### src/rtl/cc_pkg.sv
// Shared definitions for the code-converter request sequencer: op codes,
// request/result widths, FSM state type and an op legality helper.
package cc_pkg;

  localparam int unsigned CC_OP_W   = 4;
  localparam int unsigned CC_DATA_W = 4;
  localparam int unsigned CC_RES_W  = 8;

  localparam logic [CC_OP_W-1:0] CC_OP_GRAY = 4'b0001;
  localparam logic [CC_OP_W-1:0] CC_OP_XS3  = 4'b0010;
  localparam logic [CC_OP_W-1:0] CC_OP_XS5  = 4'b0100;
  localparam logic [CC_OP_W-1:0] CC_OP_BCD  = 4'b1000;

  typedef enum logic [1:0] {
    StIdle,
    StIssue,
    StWait,
    StHold
  } cc_state_e;

  // Field order matches the converter input word {operand, op}.
  typedef struct packed {
    logic [CC_DATA_W-1:0] data;
    logic [CC_OP_W-1:0]   op;
  } cc_req_t;

  function automatic logic cc_op_legal(input logic [CC_OP_W-1:0] op);
    logic legal;
    case (op)
      CC_OP_GRAY, CC_OP_XS3, CC_OP_XS5, CC_OP_BCD: legal = 1'b1;
      default:                                     legal = 1'b0;
    endcase
    return legal;
  endfunction

endpackage

### src/rtl/cc_req_fifo.sv
// Synchronous request FIFO with async active-low reset. Depth must be a power
// of two so the pointers wrap naturally.
module cc_req_fifo #(
  parameter int unsigned Width = 8,
  parameter int unsigned Depth = 4
) (
  input  logic             clk,
  input  logic             rst_n,
  input  logic             push,
  input  logic [Width-1:0] wdata,
  input  logic             pop,
  output logic [Width-1:0] rdata,
  output logic             full,
  output logic             empty
);

  localparam int unsigned PtrW = (Depth > 1) ? $clog2(Depth) : 1;
  localparam int unsigned CntW = $clog2(Depth) + 1;

  logic [Width-1:0] mem_q [Depth];
  logic [PtrW-1:0]  wptr_q, rptr_q;
  logic [CntW-1:0]  count_q;
  logic             wr_en, rd_en;

  assign full  = (count_q == CntW'(Depth));
  assign empty = (count_q == '0);
  // A push while full is dropped even if a pop happens in the same cycle.
  assign wr_en = push && !full;
  assign rd_en = pop && !empty;
  assign rdata = mem_q[rptr_q];

  always_ff @(posedge clk or negedge rst_n) begin
    if (!rst_n) begin
      wptr_q  <= '0;
      rptr_q  <= '0;
      count_q <= '0;
    end else begin
      if (wr_en) wptr_q <= wptr_q + PtrW'(1);
      if (rd_en) rptr_q <= rptr_q + PtrW'(1);
      case ({wr_en, rd_en})
        2'b10:   count_q <= count_q + CntW'(1);
        2'b01:   count_q <= count_q - CntW'(1);
        default: count_q <= count_q;
      endcase
    end
  end

  always_ff @(posedge clk) begin
    if (wr_en) mem_q[wptr_q] <= wdata;
  end

endmodule

### src/rtl/cc_request_sequencer.sv
// Queues conversion requests and issues them one at a time to an external code
// converter, returning results in order. Define CC_SEQ_OP_CHECK_EN to reject
// non-one-hot ops without issuing them.
module cc_request_sequencer
  import cc_pkg::*;
#(
  parameter int unsigned FIFO_DEPTH   = 4,
  parameter int unsigned DONE_TIMEOUT = 4
) (
  input  logic                 clk,
  input  logic                 rst_n,
  input  logic                 req_valid,
  output logic                 req_ready,
  input  logic [CC_OP_W-1:0]   req_op,
  input  logic [CC_DATA_W-1:0] req_data,
  output logic [CC_RES_W-1:0]  cc_a_out,
  output logic                 cc_en_n_out,
  input  logic [CC_RES_W-1:0]  cc_y_in,
  input  logic                 cc_done_in,
  output logic                 rsp_valid,
  input  logic                 rsp_ready,
  output logic [CC_RES_W-1:0]  rsp_data,
  output logic                 rsp_err
);

  localparam int unsigned TmoW = $clog2(DONE_TIMEOUT + 1);

  cc_state_e           state_q, state_d;
  cc_req_t             issue_q, issue_d;
  logic [CC_RES_W-1:0] rsp_data_q, rsp_data_d;
  logic                rsp_err_q, rsp_err_d;
  logic [TmoW-1:0]     tmo_q, tmo_d;

  cc_req_t fifo_wdata, fifo_rdata;
  logic    fifo_push, fifo_pop, fifo_full, fifo_empty;

  assign fifo_wdata = '{data: req_data, op: req_op};
  // Held low while in reset so nothing is accepted before the queue is live.
  assign req_ready  = rst_n && !fifo_full;
  assign fifo_push  = req_valid && req_ready;

  cc_req_fifo #(
    .Width ($bits(cc_req_t)),
    .Depth (FIFO_DEPTH)
  ) u_fifo (
    .clk   (clk),
    .rst_n (rst_n),
    .push  (fifo_push),
    .wdata (fifo_wdata),
    .pop   (fifo_pop),
    .rdata (fifo_rdata),
    .full  (fifo_full),
    .empty (fifo_empty)
  );

  always_comb begin
    state_d     = state_q;
    issue_d     = issue_q;
    rsp_data_d  = rsp_data_q;
    rsp_err_d   = rsp_err_q;
    tmo_d       = tmo_q;
    fifo_pop    = 1'b0;
    cc_en_n_out = 1'b1;
    cc_a_out    = '0;
    rsp_valid   = 1'b0;

    unique case (state_q)
      StIdle: begin
        if (!fifo_empty) fifo_pop = 1'b1;
      end
      StIssue: begin
        cc_en_n_out = 1'b0;
        cc_a_out    = issue_q;
        tmo_d       = '0;
        if (cc_done_in) begin
          rsp_data_d = cc_y_in;
          rsp_err_d  = 1'b0;
          state_d    = StHold;
        end else begin
          state_d = StWait;
        end
      end
      StWait: begin
        cc_en_n_out = 1'b0;
        cc_a_out    = issue_q;
        if (cc_done_in) begin
          rsp_data_d = cc_y_in;
          rsp_err_d  = 1'b0;
          state_d    = StHold;
        end else if (tmo_q == TmoW'(DONE_TIMEOUT - 1)) begin
          rsp_data_d = '0;
          rsp_err_d  = 1'b1;
          state_d    = StHold;
        end else begin
          tmo_d = tmo_q + TmoW'(1);
        end
      end
      StHold: begin
        rsp_valid = 1'b1;
        if (rsp_ready) begin
          if (fifo_empty) state_d = StIdle;
          else            fifo_pop = 1'b1;
        end
      end
      default: state_d = StIdle;
    endcase

    // Shared by IDLE and HOLD: load the head request and go straight to issue.
    if (fifo_pop) begin
      issue_d = fifo_rdata;
      state_d = StIssue;
`ifdef CC_SEQ_OP_CHECK_EN
      if (!cc_op_legal(fifo_rdata.op)) begin
        rsp_data_d = '0;
        rsp_err_d  = 1'b1;
        state_d    = StHold;
      end
`endif
    end
  end

  always_ff @(posedge clk or negedge rst_n) begin
    if (!rst_n) begin
      state_q    <= StIdle;
      issue_q    <= '0;
      rsp_data_q <= '0;
      rsp_err_q  <= 1'b0;
      tmo_q      <= '0;
    end else begin
      state_q    <= state_d;
      issue_q    <= issue_d;
      rsp_data_q <= rsp_data_d;
      rsp_err_q  <= rsp_err_d;
      tmo_q      <= tmo_d;
    end
  end

  assign rsp_data = rsp_data_q;
  assign rsp_err  = rsp_err_q;

endmodule
### config.mk
export PLATFORM = sky130hd
export DESIGN_NAME = cc_request_sequencer
export DESIGN_NICKNAME = d
export VERILOG_FILES = /design/src/rtl/cc_pkg.sv /design/src/rtl/cc_req_fifo.sv /design/src/rtl/cc_request_sequencer.sv
export SDC_FILE = /design/constraint.sdc
export NUM_CORES = 1
export LEC_CHECK = 0
export CELL_PAD_IN_SITES_DETAIL_PLACEMENT = 1
export CELL_PAD_IN_SITES_GLOBAL_PLACEMENT = 1
export CORE_MARGIN = 2
export CORE_UTILIZATION = 44
export CTS_CLUSTER_SIZE = 20
export DETAILED_ROUTE_END_ITERATION = 16
export GPL_ROUTABILITY_DRIVEN = 0
export PLACE_DENSITY = 0.88
export SYNTH_ARGS = -nofsm -noshare
export SYNTH_HDL_FRONTEND = slang
export SYNTH_SLANG_ARGS = --single-unit
### constraint.sdc
create_clock -name clk -period 3 [get_ports clk]
set_input_delay 0.6 -clock clk [delete_from_list [all_inputs] [get_ports clk]]
set_output_delay 0.6 -clock clk [all_outputs]
set_load 0.02 [all_outputs]
==> impl_metrics.json <==
{
  "netlist-cell-type-count": 31,
  "remaining_drc_errors": 0,
  "core_um2": 5820,
  "fin_crit_ns": 2.77,
  "topRoutingLayerUsed": "met4",
  "critPathCaptureType": "output pin",
  "dieWidth_um": 81.0,
  "pwr-share-comb": 0.416,
  "num_vias": 1562,
  "clk_latency_ns": 0.34,
  "timing.final.crit_share": 0.923,
  "initial_core_util": 0.449,
  "worstMarginPinSlew_ns": 0.845,
  "slowest_stage": "clkdlybuf4s50_1",
  "fin_setup_tns_ns": 0,
  "max_stage_delay_ns": 0.61,
  "synth_nets": 202,
  "wl_met1_mm": 2.44,
  "route.met3.wl_um": 136,
  "status": "finished clean",
  "die_h_um": 81.0,
  "drive_gt1_frac": 0.170,
  "clockBufferDepth": 2,
  "critical_path.startpoint": "state_q[1]",
  "cp.arrival_ns": 2.17,
  "pin_count": 41,
  "fmax_mhz": 361,
  "crit_path_start_kind": "register",
  "ant_nets": 0,
  "p_total_uw": 3680,
  "slew-limit-headroom": 0.437,
  "synthSimpleGateAreaFrac": 0.0632,
  "synth_top_family_by_area": "multiplexers",
  "cap_violations": 0,
  "rows": 28,
  "hold_class": "reg2reg",
  "grt_pass1_vias": 1679,
  "seq_area_frac_synth": 0.646,
  "ys_warn_count": 0,
  "nets": 251,
  "numCtsBuffers": 9,
  "syn2layout_area_growth_pct": 27.4,
  "pwr_density_cell_nw_per_um2": 1110,
  "htree_levels": 3,
  "cts_setup_buffers": 0,
  "drt_wl_total_mm": 5.56,
  "leakagePower_uw": 0.00132,
  "ys_ff_latch": 61,
  "overflow": 0,
  "worstPathCellList": "inv_1 -> ha_2 -> and2_1 -> clkdlybuf4s50_1",
  "grt_antenna_before_repair": 0,
  "required_ns": 2.40,
  "root_buffer": "clkbuf_8",
  "synth_fa_ha_area_frac": 0.0604,
  "avgSynthCellArea_um2": 15.5,
  "drt_iter0_drc": 120,
  "reg2reg_from": "state_q[0]",
  "setup_viol": 0,
  "path_max_fanout": 13,
  "grt_usage": 0.188,
  "synth_xor_area_frac": 0.0201,
  "viasPerCell": 5.24,
  "dp.final_hpwl_mm": 3.89,
  "synthMuxAreaShare": 0.112,
  "clkSinkCount": 61,
  "power.internal_uw": 2390,
  "ir_worst_vdd_uv": 463,
  "clock_power_share": 0.222,
  "grt_start_max_net_pins": 30,
  "power_switching_uw": 1290,
  "synth_area_um2": 2610,
  "final-hold-violation-count": 0,
  "numPortBuffers": 40,
  "synth_compound_area_frac": 0.0733,
  "n_antenna_cell": 0,
  "dr_wl_met2_mm": 2.88,
  "wire_per_inst_um": 18.6,
  "fin_worst_skew_ns": 0.0106,
  "power_switching_share": 0.350,
  "pwr-share-seq": 0.362,
  "syn_inst": 169,
  "drv_slew": 0,
  "rsz0062_at_grt": "no",
  "cts.clk_slew.worst_paths_ns": 0.07,
  "critPathKind": "reg2out",
  "drtPass1Iterations": 4,
  "hp-start": "issue_q[7]",
  "die_area_um2": 6570,
  "cts_tree": "yes",
  "grt_first_pass_wirelength_mm": 8.71
}
power by group through the flow:
stage	Clock [µW]	Sequential, µW	Combinational, µW
floorplan	0	1310	956
detailed placement	0	1350	1530
CTS	827	1340	1550
global route	864	1370	1660
global placement	0	1330	1460
finish	817	1330	1530
worst max-delay path: cells and delay by family (launching register included):
kind                       cells  cell delay (ns)
and+or+nand+nor                1             0.18
buffers and inverters          2             0.71
DFF                            1             0.45
adders and majority gates      1             0.49
placed cells by master (no fill, tap or decap), types with 2 or more instances in the layout:
cell type / n
a22o_1: 11
xnor2_1: 3
dfrtp_1: 29
buf_4: 3
and2_1: 9
o21ai_0: 5
xor2_1: 3
nand3_1: 2
clkbuf_1: 2
o22ai_1: 2
and3_1: 4
nor2_1: 4
clkdlybuf4s50_1: 40
mux4_2: 8
a21oi_1: 3
inv_1: 12
clkbuf_8: 10
edfxtp_1: 32
o21a_1: 2
nand2_1: 4
nor3_1: 2
ha_1: 10
mux2_2: 9
bufinv_16: 2
final timing paths:
check | to | slack (ns) | cells past startpoint
worst max-delay path | cc_a_out[6] | 0.23 | 4
worst min-delay path | issue_q[7] | 0.50 | 1
worst max register to register | u_fifo.count_q[2] | 0.52 | 9
worst min register to register | issue_q[7] | 0.50 | 1
max in group asynchronous | u_fifo.rptr_q[1] | 1.98 | 2
min in group asynchronous | issue_q[7] | 0.73 | 2
registers in the layout (all words and copies together), names as in the netlist:
register and count:
u_fifo.mem_q 32, issue_q 8, rsp_data 8, tmo_q 3, u_fifo.count_q 3, state_q 2, u_fifo.rptr_q 2, u_fifo.wptr_q 2
rsp_err 1
logic make-up (layout without fill, tap and decap cells):
kind of cell               Yosys count  after routing
adders and majority gates           12             12
AOI/OAI and AO/OA                   26             26
and+or+nand+nor                     29             29
buffers and inverters               17             71
DFF                                 61             61
muxes                               18             18
xor gates and xnor gates             6              6
final cells by class:
| cell class | instances | area [µm²] |
|---|---|---|
| inverters | 12 | 45.0 |
| flip-flops and latches | 61 | 1690 |
| clock buffers | 12 | 145 |
| clock inverters | 4 | 72.6 |
| multi-input cells | 91 | 861 |
| well taps | 75 | 93.8 |
| fillers | 592 | 2490 |
| repair buffers | 43 | 423 |
per-layer routing:
metal	track usage	vias up
met2	0.312	24
met3	0.0411	11
met5	0	-
li1	-	724
met4	0.0915	0
met1	0.235	803
through the flow:
stage	area, µm²	utilization	hold WS [ns]	setup WS, ns	instances
finish	3330	0.572	0.503	0.230	298
global route	3330	0.572	0.532	0.0968	298
CTS	3320	0.572	0.507	0.0858	298
detailed placement	3110	0.534	0.491	0.272	282
global placement	3110	0.534	0.483	0.317	282
floorplan	2610	-	0.304	0.528	169
what timing repair did:
action	4_1_cts	5_1_grt
hold buffers	0	0
hold endpoints to repair	0	0
gates resized for setup	0	1
endpoints found under the setup margin	0	1
cell usage after synthesis (all sizes together):
cell | n | area (µm²)
fa | 1 | 20.0
nand3 | 2 | 10.0
o21a | 2 | 15.0
mux2 | 9 | 101
nor3 | 2 | 10.0
and3 | 4 | 25.0
nor3b | 1 | 7.51
a211oi | 1 | 12.5
a31oi | 1 | 6.26
buf | 3 | 13.8
a31o | 1 | 8.76
a22o | 11 | 96.3
edfxtp | 32 | 961
xor2 | 3 | 26.3
mux4 | 8 | 180
dfrtp | 29 | 726
nor2b | 1 | 6.26
xnor2 | 3 | 26.3
a21oi | 3 | 15.0
o22ai | 2 | 12.5
ha | 11 | 138
o21ai | 5 | 25.0
nor2 | 4 | 15.0
inv | 12 | 45.0
or4b | 1 | 13.8
clkbuf | 2 | 7.51
or2 | 1 | 6.26
and2 | 9 | 56.3
mux2i | 1 | 10.0
nand2 | 4 | 15.0
Note: power is estimated with default switching activity, not from simulation.
